### config.mk
export PLATFORM = sky130hd
export DESIGN_NAME = fmul_share_arbiter
export DESIGN_NICKNAME = d
export VERILOG_FILES = /design/src/rtl/fmul_share_arbiter.sv
export SDC_FILE = /design/constraint.sdc
export NUM_CORES = 1
export LEC_CHECK = 0
export CAP_MARGIN = 20
export CORE_AREA = 5 5 152 154
export CTS_BUF_LIST = sky130_fd_sc_hd__clkbuf_4 sky130_fd_sc_hd__clkbuf_8
export CTS_CLUSTER_SIZE = 14
export DETAILED_ROUTE_END_ITERATION = 10
export DIE_AREA = 0 0 157 159
export PLACE_DENSITY = 0.67
export SYNTH_ARGS = -nofsm -noshare
export SYNTH_HDL_FRONTEND = slang
export SYNTH_SLANG_ARGS = --single-unit
### constraint.sdc
create_clock -name clk -period 3.05 [get_ports clk]
set_input_delay 0.4575 -clock clk [delete_from_list [all_inputs] [get_ports clk]]
set_output_delay 0.4575 -clock clk [all_outputs]
set_load 0.02 [all_outputs]
### src/rtl/fmul_share_arbiter.sv
// fmul_share_arbiter: round-robin sharing of one start/done FP32 multiplier among N requesters.
// Optional WAIT-state timeout abort is enabled by defining FMUL_ARB_TIMEOUT_EN.
module fmul_share_arbiter #(
    parameter int N       = 4,
    parameter int IDW     = 2,
    parameter int TIMEOUT = 16
) (
    input  logic            clk,
    input  logic            rst_n,
    input  logic [N-1:0]    req_valid,
    input  logic [N*32-1:0] req_a,
    input  logic [N*32-1:0] req_b,
    output logic [N-1:0]    req_ready,
    output logic [N-1:0]    rsp_valid,
    output logic [31:0]     rsp_data,
    output logic            rsp_err,
    output logic            mul_start,
    output logic [31:0]     mul_a,
    output logic [31:0]     mul_b,
    input  logic [31:0]     mul_result,
    input  logic            mul_done,
    output logic            busy,
    output logic [IDW-1:0]  grant_id
);

    if (N < 2 || N > 8) begin : g_bad_n
        $error("fmul_share_arbiter: N must be in 2..8");
    end
    if (IDW < $clog2(N)) begin : g_bad_idw
        $error("fmul_share_arbiter: IDW too narrow for N");
    end
    if (TIMEOUT < 1) begin : g_bad_timeout
        $error("fmul_share_arbiter: TIMEOUT must be at least 1");
    end

    typedef enum logic [1:0] {
        S_IDLE,
        S_ISSUE,
        S_WAIT,
        S_RESP
    } state_t;

    state_t         state_q, state_d;
    logic [IDW-1:0] rr_ptr_q, rr_ptr_d;
    logic [IDW-1:0] grant_q, grant_d;
    logic [31:0]    mul_a_q, mul_a_d;
    logic [31:0]    mul_b_q, mul_b_d;
    logic [31:0]    rsp_data_q, rsp_data_d;
    logic [IDW:0]   pick;
    logic           pick_found;
    logic [IDW-1:0] pick_idx;

`ifdef FMUL_ARB_TIMEOUT_EN
    localparam int          CNT_W = (TIMEOUT > 1) ? $clog2(TIMEOUT) : 1;
    localparam logic [31:0] QNAN  = 32'h7FC0_0000;

    logic [CNT_W-1:0] wait_cnt_q, wait_cnt_d;
    logic             rsp_err_q, rsp_err_d;
`endif

    // First requesting index at or above ptr, wrapping mod N; MSB flags a hit.
    function automatic logic [IDW:0] rr_pick(input logic [N-1:0] vld, input logic [IDW-1:0] ptr);
        logic [IDW:0] res;
        int           idx;
        res = '0;
        for (int k = N - 1; k >= 0; k--) begin
            idx = int'(ptr) + k;
            if (idx >= N) idx = idx - N;
            for (int i = 0; i < N; i++) begin
                if (idx == i && vld[i]) res = {1'b1, IDW'(i)};
            end
        end
        return res;
    endfunction

    function automatic logic [N-1:0] onehot(input logic [IDW-1:0] idx);
        logic [N-1:0] oh;
        for (int i = 0; i < N; i++) oh[i] = (idx == IDW'(i));
        return oh;
    endfunction

    function automatic logic [31:0] word_sel(input logic [N*32-1:0] bus, input logic [IDW-1:0] idx);
        logic [31:0] w;
        w = '0;
        for (int i = 0; i < N; i++) begin
            if (idx == IDW'(i)) w = bus[32*i +: 32];
        end
        return w;
    endfunction

    assign pick       = rr_pick(req_valid, rr_ptr_q);
    assign pick_found = pick[IDW];
    assign pick_idx   = pick[IDW-1:0];

    always_comb begin
        state_d    = state_q;
        rr_ptr_d   = rr_ptr_q;
        grant_d    = grant_q;
        mul_a_d    = mul_a_q;
        mul_b_d    = mul_b_q;
        rsp_data_d = rsp_data_q;
        req_ready  = '0;
`ifdef FMUL_ARB_TIMEOUT_EN
        wait_cnt_d = wait_cnt_q;
        rsp_err_d  = rsp_err_q;
`endif
        unique case (state_q)
            S_IDLE: begin
                // Ready is withheld during reset so no request is accepted and then lost.
                if (pick_found && rst_n) begin
                    req_ready = onehot(pick_idx);
                    grant_d   = pick_idx;
                    rr_ptr_d  = (pick_idx == IDW'(N - 1)) ? '0 : pick_idx + IDW'(1);
                    mul_a_d   = word_sel(req_a, pick_idx);
                    mul_b_d   = word_sel(req_b, pick_idx);
                    state_d   = S_ISSUE;
                end
            end
            S_ISSUE: begin
                state_d = S_WAIT;
`ifdef FMUL_ARB_TIMEOUT_EN
                wait_cnt_d = '0;
`endif
            end
            S_WAIT: begin
                if (mul_done) begin
                    rsp_data_d = mul_result;
                    state_d    = S_RESP;
`ifdef FMUL_ARB_TIMEOUT_EN
                    rsp_err_d  = 1'b0;
                end else if (wait_cnt_q == CNT_W'(TIMEOUT - 1)) begin
                    rsp_data_d = QNAN;
                    rsp_err_d  = 1'b1;
                    state_d    = S_RESP;
                end else begin
                    wait_cnt_d = wait_cnt_q + CNT_W'(1);
`endif
                end
            end
            S_RESP: begin
                state_d = S_IDLE;
`ifdef FMUL_ARB_TIMEOUT_EN
                rsp_err_d = 1'b0;
`endif
            end
            default: state_d = S_IDLE;
        endcase
    end

    always_ff @(posedge clk) begin
        if (!rst_n) begin
            state_q    <= S_IDLE;
            rr_ptr_q   <= '0;
            grant_q    <= '0;
            mul_a_q    <= '0;
            mul_b_q    <= '0;
            rsp_data_q <= '0;
`ifdef FMUL_ARB_TIMEOUT_EN
            wait_cnt_q <= '0;
            rsp_err_q  <= 1'b0;
`endif
        end else begin
            state_q    <= state_d;
            rr_ptr_q   <= rr_ptr_d;
            grant_q    <= grant_d;
            mul_a_q    <= mul_a_d;
            mul_b_q    <= mul_b_d;
            rsp_data_q <= rsp_data_d;
`ifdef FMUL_ARB_TIMEOUT_EN
            wait_cnt_q <= wait_cnt_d;
            rsp_err_q  <= rsp_err_d;
`endif
        end
    end

    assign mul_start = (state_q == S_ISSUE);
    assign busy      = (state_q != S_IDLE);
    assign rsp_valid = (state_q == S_RESP) ? onehot(grant_q) : '0;
    assign rsp_data  = rsp_data_q;
    assign mul_a     = mul_a_q;
    assign mul_b     = mul_b_q;
    assign grant_id  = grant_q;
`ifdef FMUL_ARB_TIMEOUT_EN
    assign rsp_err   = rsp_err_q;
`else
    assign rsp_err   = 1'b0;
`endif

endmodule

# Word level (Yosys, flattened, before mapping)
# Cells that the tools add are included.
op_classes:
  add_sub_neg: 8
  order_cmp: 4
  eq_ne: 23
  mux: 35
  n_reduce_logical: 28
op_table:
  columns: ["cell", "n"]
  rows:
  - ["$mux 32", 12]
  - ["$eq 32x3->1 const B", 8]
  - ["$eq 32x2->1 const B", 4]
  - ["$logic_not 32->1", 4]
  - ["$mux 3", 16]
  - ["$logic_and 1x1->1", 17]
  - ["$eq 2x2->1 const B", 6]
  - ["$mux 4", 3]
  - ["$sub 3x3->4 const B", 3]
  - ["$ge 3x3->1 const B", 3]
  - ["$pmux 2 s4", 1]
  - ["$add 2x2->3 const B", 2]
  - ["$eq 2x1->1 const B", 3]
  - ["$logic_not 2->1", 3]
  - ["$mux 2", 3]
  - ["$reduce_and 2->1", 3]
  - ["$ne 2x2->1 const B", 2]
  - ["$sub 2x3->4 const B", 1]
  - ["$add 2x1->3 const B", 1]
  - ["$ge 2x3->1 const B", 1]
  - ["$add 2x1->2 const B", 1]
  - ["$reduce_bool 2->1", 1]
word_totals:
  reg_bits: 102
  inputBits: 295
  out_inout_bits: 109
  wordCells: 104

# Longest topological paths before layout
logic_depth:
  ltp_word: 26
  depth_mapped: 11
  ltp_nobuf: 9

# Least setup slack after synthesis
# OpenSTA, ideal clock, no wires.
synth_path:
  kind: "input to output"
  from: "input req_valid[2]"
  to: "output req_ready[0]"
  t_arrival_ps: 2176
  required_time_ps: 2592
  slack_ps: 417
  path_stages: 7
  n_path_buf: 2
  path_cell_list: "nor2b_1 -> a21boi_0 -> o32ai_1 -> ha_1 -> clkbuf_1 -> clkbuf_1 -> and2_1"
synth_between:
  elab_chain_len: 18
  word_cells_on_any_way: 22
  classes_between: "mux: 16; reduce/logical: 6"
synth_rtl:
  columns: ["element", "line_no", "source"]
  rows:
  - ["from (decl)", "10", "input logic [N-1:0] req_valid,"]
  - ["$logic_and 1x1->1", "70", "if (idx == i && vld[i]) res = {1'b1, IDW'(i)};"]
  - ["$mux 3 (12 in a row)", "70", null]
  - ["$mux 3 * (2 in a row)", "70", null]
  - ["$logic_not 2->1 / $logic_and 1x1->1 (equally long branches)", "78, 110", null]
  - ["$mux 4 *", "110", "if (pick_found && rst_n) begin"]
  - ["$mux 4 *", "107", "unique case (state_q)"]
  - ["to (decl)", "13", "output logic [N-1:0] req_ready,"]
# Mark *: on every way between the ends. The rest lies on a longest branch, timed or not.

# Worst setup path in the final report
layout_path:
  from: "input req_valid[3]"
  to: "output req_ready[3]"
layout_between:
  elab_chain_len: 17
  word_cells_on_any_way: 21
  classes_between: "eq/ne: 1; mux: 15; reduce/logical: 5"
layout_rtl:
  columns: ["element", "line_no"]
  rows:
  - ["$logic_and 1x1->1", "70"]
  - ["$mux 3 (12 in a row)", "70"]
  - ["$mux 3 *", "70"]
  - ["$eq 2x2->1 / $logic_and 1x1->1 (equally long branches)", "78, 110"]
  - ["$mux 4 *", "110"]
  - ["$mux 4 *", "107"]
# Marked as above.

==> impl_results.html <==
<table>
<tr><th>Metric</th><th>Value</th></tr>
<tr><th colspan="2">Run status</th></tr>
<tr><td>Status</td><td>finished clean</td></tr>
<tr><th colspan="2">Power</th></tr>
<tr><td>Switching Fraction</td><td>43.9%</td></tr>
<tr><td>Leak Pwr</td><td>4.06 nW</td></tr>
<tr><td>Switching component of the power</td><td>3.46 mW</td></tr>
<tr><td>Internal</td><td>4.43 mW</td></tr>
<tr><td>Clock power frac</td><td>11.6%</td></tr>
<tr><td>Gate power share</td><td>61.9%</td></tr>
<tr><td>Sequential power share</td><td>26.6%</td></tr>
<tr><td>Cell Pwr Density</td><td>766 mW/mm^2</td></tr>
<tr><td>Peak supply drop</td><td>0.411 mV</td></tr>
<tr><th colspan="2">Logic synthesis</th></tr>
<tr><td>Average cell area after synthesis</td><td>7.40 sq um</td></tr>
<tr><td>YS warnings</td><td>0</td></tr>
<tr><td>Cells after Synth</td><td>770</td></tr>
<tr><td>Synth cell types</td><td>32</td></tr>
<tr><td>Post-Syn Area</td><td>0.00570 sq mm</td></tr>
<tr><td>Top cell type's share of synthesized area</td><td>35.8%</td></tr>
<tr><td>Biggest area contributors in the synthesized netlist</td><td>dfxtp_1 (36%), a21oi_1 (17%), a221oi_1 (9.8%)</td></tr>
<tr><td>Post-synthesis net count</td><td>1073</td></tr>
<tr><td>Sequential cell area fraction in the yosys report</td><td>35.8%</td></tr>
<tr><td>Synth Register Bits</td><td>102</td></tr>
<tr><td>Top cell type by total area after synthesis</td><td>dfxtp_1</td></tr>
<tr><th colspan="2">Global route</th></tr>
<tr><td>GRT Total Usage</td><td>19.5%</td></tr>
<tr><td>Antenna violations before repair</td><td>0</td></tr>
<tr><td>Maximum number of pins on one net before global-route repair</td><td>104</td></tr>
<tr><td>Number of global-route vias before repair</td><td>6814</td></tr>
<tr><td>Gr ovfl total</td><td>0</td></tr>
<tr><td>Wire length of the first global-routing pass</td><td>38.5 mm</td></tr>
<tr><th colspan="2">Drt</th></tr>
<tr><td>Met2 Routed Length</td><td>13.2 mm</td></tr>
<tr><td>Final WL</td><td>26.3 mm</td></tr>
<tr><td>DRC violation count after routing</td><td>0</td></tr>
<tr><td>Routed vias</td><td>7027</td></tr>
<tr><td>Routed wirelength normalized by instance count</td><td>18.5 um</td></tr>
<tr><td>Detailed route wirelength on metal3</td><td>2.58 mm</td></tr>
<tr><td>First DRT Iteration DRCs</td><td>432</td></tr>
<tr><td>Detailed-routing wirelength on met1</td><td>10.0 mm</td></tr>
<tr><td>DRT Pass-1 Iters</td><td>7</td></tr>
<tr><td>Via density per instance</td><td>4.94</td></tr>
<tr><td>Post-route ant nets</td><td>0</td></tr>
<tr><td>Top sig layer</td><td>met4</td></tr>
<tr><th colspan="2">Timing</th></tr>
<tr><td>Max Clock Freq</td><td>339 MHz</td></tr>
<tr><td>Slew Limit Fails</td><td>0</td></tr>
<tr><td>Number of failing hold endpoints at the final stage</td><td>0</td></tr>
<tr><td>Total Negative Setup Slacks</td><td>0 ns</td></tr>
<tr><td>Ratio of final minimum period to clock period</td><td>96.6%</td></tr>
<tr><td>Final-report setup violation count</td><td>0</td></tr>
<tr><td>Final worst path period need</td><td>2.95 ns</td></tr>
<tr><td>Headroom to the max-slew limit</td><td>28.6%</td></tr>
<tr><td>Transition at the pin with the smallest max-transition slack</td><td>1.07 ns</td></tr>
<tr><td>RSZ-0062 raised after global routing</td><td>no</td></tr>
<tr><td>Clock skew</td><td>0.0212 ns</td></tr>
<tr><th colspan="2">CTS</th></tr>
<tr><td>Clock transition at the registers of the reported paths</td><td>0.13 ns</td></tr>
<tr><td>Htree depth</td><td>3</td></tr>
<tr><td>CTS Root Buffer Type</td><td>clkbuf_8</td></tr>
<tr><td>Number of buffers created by CTS</td><td>9</td></tr>
<tr><td>CTS tree</td><td>built</td></tr>
<tr><td>Clock sinks</td><td>102</td></tr>
<tr><td>Maximum clock insertion buffer count</td><td>2</td></tr>
<tr><td>Clk_lat worst skew</td><td>0.39 ns</td></tr>
<tr><td>Post-CTS setup repair buffer count</td><td>0</td></tr>
<tr><th colspan="2">Place</th></tr>
<tr><td>Number of port buffers</td><td>402</td></tr>
<tr><td>Post-detail-place hpwl</td><td>19.8 mm</td></tr>
<tr><td>Global placer's final weighted congestion</td><td>0.887</td></tr>
<tr><td>Placement Cell Area</td><td>0.0101 sq mm</td></tr>
<tr><th colspan="2">Final layout</th></tr>
<tr><td>Share of layout cells above drive strength 1</td><td>5.17%</td></tr>
<tr><td>Post-Layout Inst Area</td><td>0.0103 sq mm</td></tr>
<tr><td>Net count, final</td><td>1440</td></tr>
<tr><td>Commonest cells after routing, fill and taps aside</td><td>clkdlybuf4s50_1 (397), a21oi_1 (192), dfxtp_1 (102)</td></tr>
<tr><td>Layout area overhead</td><td>80.8%</td></tr>
<tr><td>Most common cell after layout, fill and taps aside</td><td>clkdlybuf4s50_1</td></tr>
<tr><td>Number of antenna repair diodes</td><td>0</td></tr>
<tr><th colspan="2">Worst setup path</th></tr>
<tr><td>Cell Chain, Critical Path</td><td>clkdlybuf4s50_1 &gt; buf_4 &gt; or4_4 &gt; and3_4 &gt; buf_4 &gt; and2_1 &gt; buf_4</td></tr>
<tr><td>Cell with the most instances on the worst path</td><td>buf_4</td></tr>
<tr><td>Crit path max fanout</td><td>48</td></tr>
<tr><td>Origin of the critical flop-to-flop path</td><td>rr_ptr_q[0]$_SDFFE_PN0P_</td></tr>
<tr><td>CP Launch Point</td><td>req_valid[3]</td></tr>
<tr><td>Arrival time worst endpoint</td><td>2.49 ns</td></tr>
<tr><td>Required time of the critical path</td><td>2.59 ns</td></tr>
<tr><td>Sort of element at the start of the critical path</td><td>input port</td></tr>
<tr><td>Largest stage delay on the critical path</td><td>0.53 ns</td></tr>
<tr><td>Critical setup path kind</td><td>in -&gt; out</td></tr>
<tr><td>Crit path capture type</td><td>primary output</td></tr>
<tr><td>Critical-path cell with the highest stage delay</td><td>or4_4</td></tr>
<tr><th colspan="2">Floorplanning</th></tr>
<tr><td>Starting Density</td><td>26.4%</td></tr>
<tr><td># IOs</td><td>404</td></tr>
<tr><td>Core Footprint</td><td>0.0216 sq mm</td></tr>
<tr><td>Die span in x</td><td>157 um</td></tr>
<tr><td>Vertical die dimension</td><td>159 um</td></tr>
<tr><td>Die Outline Area</td><td>0.0250 sq mm</td></tr>
<tr><td>Num rows</td><td>54</td></tr>
<tr><th colspan="2">Job</th></tr>
<tr><td>Max_cap viols</td><td>0</td></tr>
<tr><th colspan="2">Worst hold path</th></tr>
<tr><td>Hold path startpoint</td><td>rsp_data[30]$_SDFFE_PN0P_</td></tr>
<tr><td>Worst min path class</td><td>reg -&gt; reg</td></tr>
</table>
per-layer routing:
| layer | vias to the layer above | GRT usage [%] |
|---|---|---|
| met5 | - | 0 |
| met4 | 0 | 5.13 |
| met3 | 24 | 6.06 |
| met2 | 294 | 35.4 |
| met1 | 3244 | 21.7 |
| li1 | 3465 | - |
Yosys cell counts, drive strengths merged:
master and n:
a211o 36, a21boi 33, a21oi 192, a221oi 64, a2bb2oi 1, and2 5, and2b 1, and3 2
and3b 1, buf 27, clkbuf 52, conb 1, dfxtp 102, ha 8, inv 70, nand2 96
nand3 5, nor2 30, nor2b 4, nor3 1, nor3b 2, o211a 1, o21ai 32, o221a 1
o22ai 1, o32ai 1, or4 1
sequential cells by signal, indices dropped and copies added (netlist names):
register and cells:
grant_id 2, mul_a 32, mul_b 32, rr_ptr_q 2, rsp_data 32, state_q 2
logic make-up (layout without fill, tap and decap cells):
| logic type | count (synthesis) | in the layout | share of synthesized area (%) |
|---|---|---|---|
| AOI/OAI and AO/OA | 362 | 362 | 40.2 |
| buffers and inverters | 149 | 521 | 11.2 |
| DFF | 102 | 102 | 35.8 |
| and+or+nand+nor | 148 | 148 | 11.0 |
| other | 1 | 1 | 0.0658 |
| adders and majority gates | 8 | 8 | 1.76 |
critical path: cells and delay by family:
family / cells / cell delay [ns]
simple gates: 3 / 1.00
buf+inv: 4 / 1.00
per-stage QoR:
step | power (mW) | setup slack [ns] | hold WS (ns) | instances | utilization, %
global placement | 7.02 | -0.0520 | 0.453 | 1406 | 46.8
CTS | 8.00 | 0.0838 | 0.478 | 1422 | 47.8
finish | 7.89 | 0.103 | 0.472 | 1422 | 47.8
detailed placement | 7.05 | -0.0962 | 0.459 | 1406 | 46.8
global route | 8.46 | 0.0375 | 0.498 | 1422 | 47.8
floorplan | 4.80 | 0.417 | 0.466 | 770 | -
worst paths after layout:
| kind | end | slack [ns] | cells past startpoint |
|---|---|---|---|
| worst max-delay path | req_ready[3] | 0.10 | 7 |
| worst min-delay path | rsp_data[30]$_SDFFE_PN0P_ | 0.47 | 2 |
| worst max register to register | mul_b[2]$_SDFFE_PN0P_ | 0.54 | 11 |
| worst min register to register | rsp_data[30]$_SDFFE_PN0P_ | 0.47 | 2 |
repair_timing:
action	CTS	global route
gates resized for setup	3	0
endpoints found under the hold margin	0	0
hold buffers	0	0
setup endpoints to repair	3	0
power groups by stage:
stage	logic, mW	clock network, mW	registers, mW
2_1_floorplan	2.16	0	2.64
3_3_place_gp	4.91	0	2.11
3_5_place_dp	4.93	0	2.13
4_1_cts	4.94	0.969	2.10
5_1_grt	5.30	1.00	2.15
6_report	4.88	0.913	2.10
area by class of cell:
class,count,area (sq um)
fillers,2152,11300
well taps,280,350
flip-flops and latches,102,2040
inverters,70,263
repair buffers,435,4380
multi-input cells,519,3060
clock buffers,9,124
clock inverters,7,87.6
(Power assumes the default switching activity.)
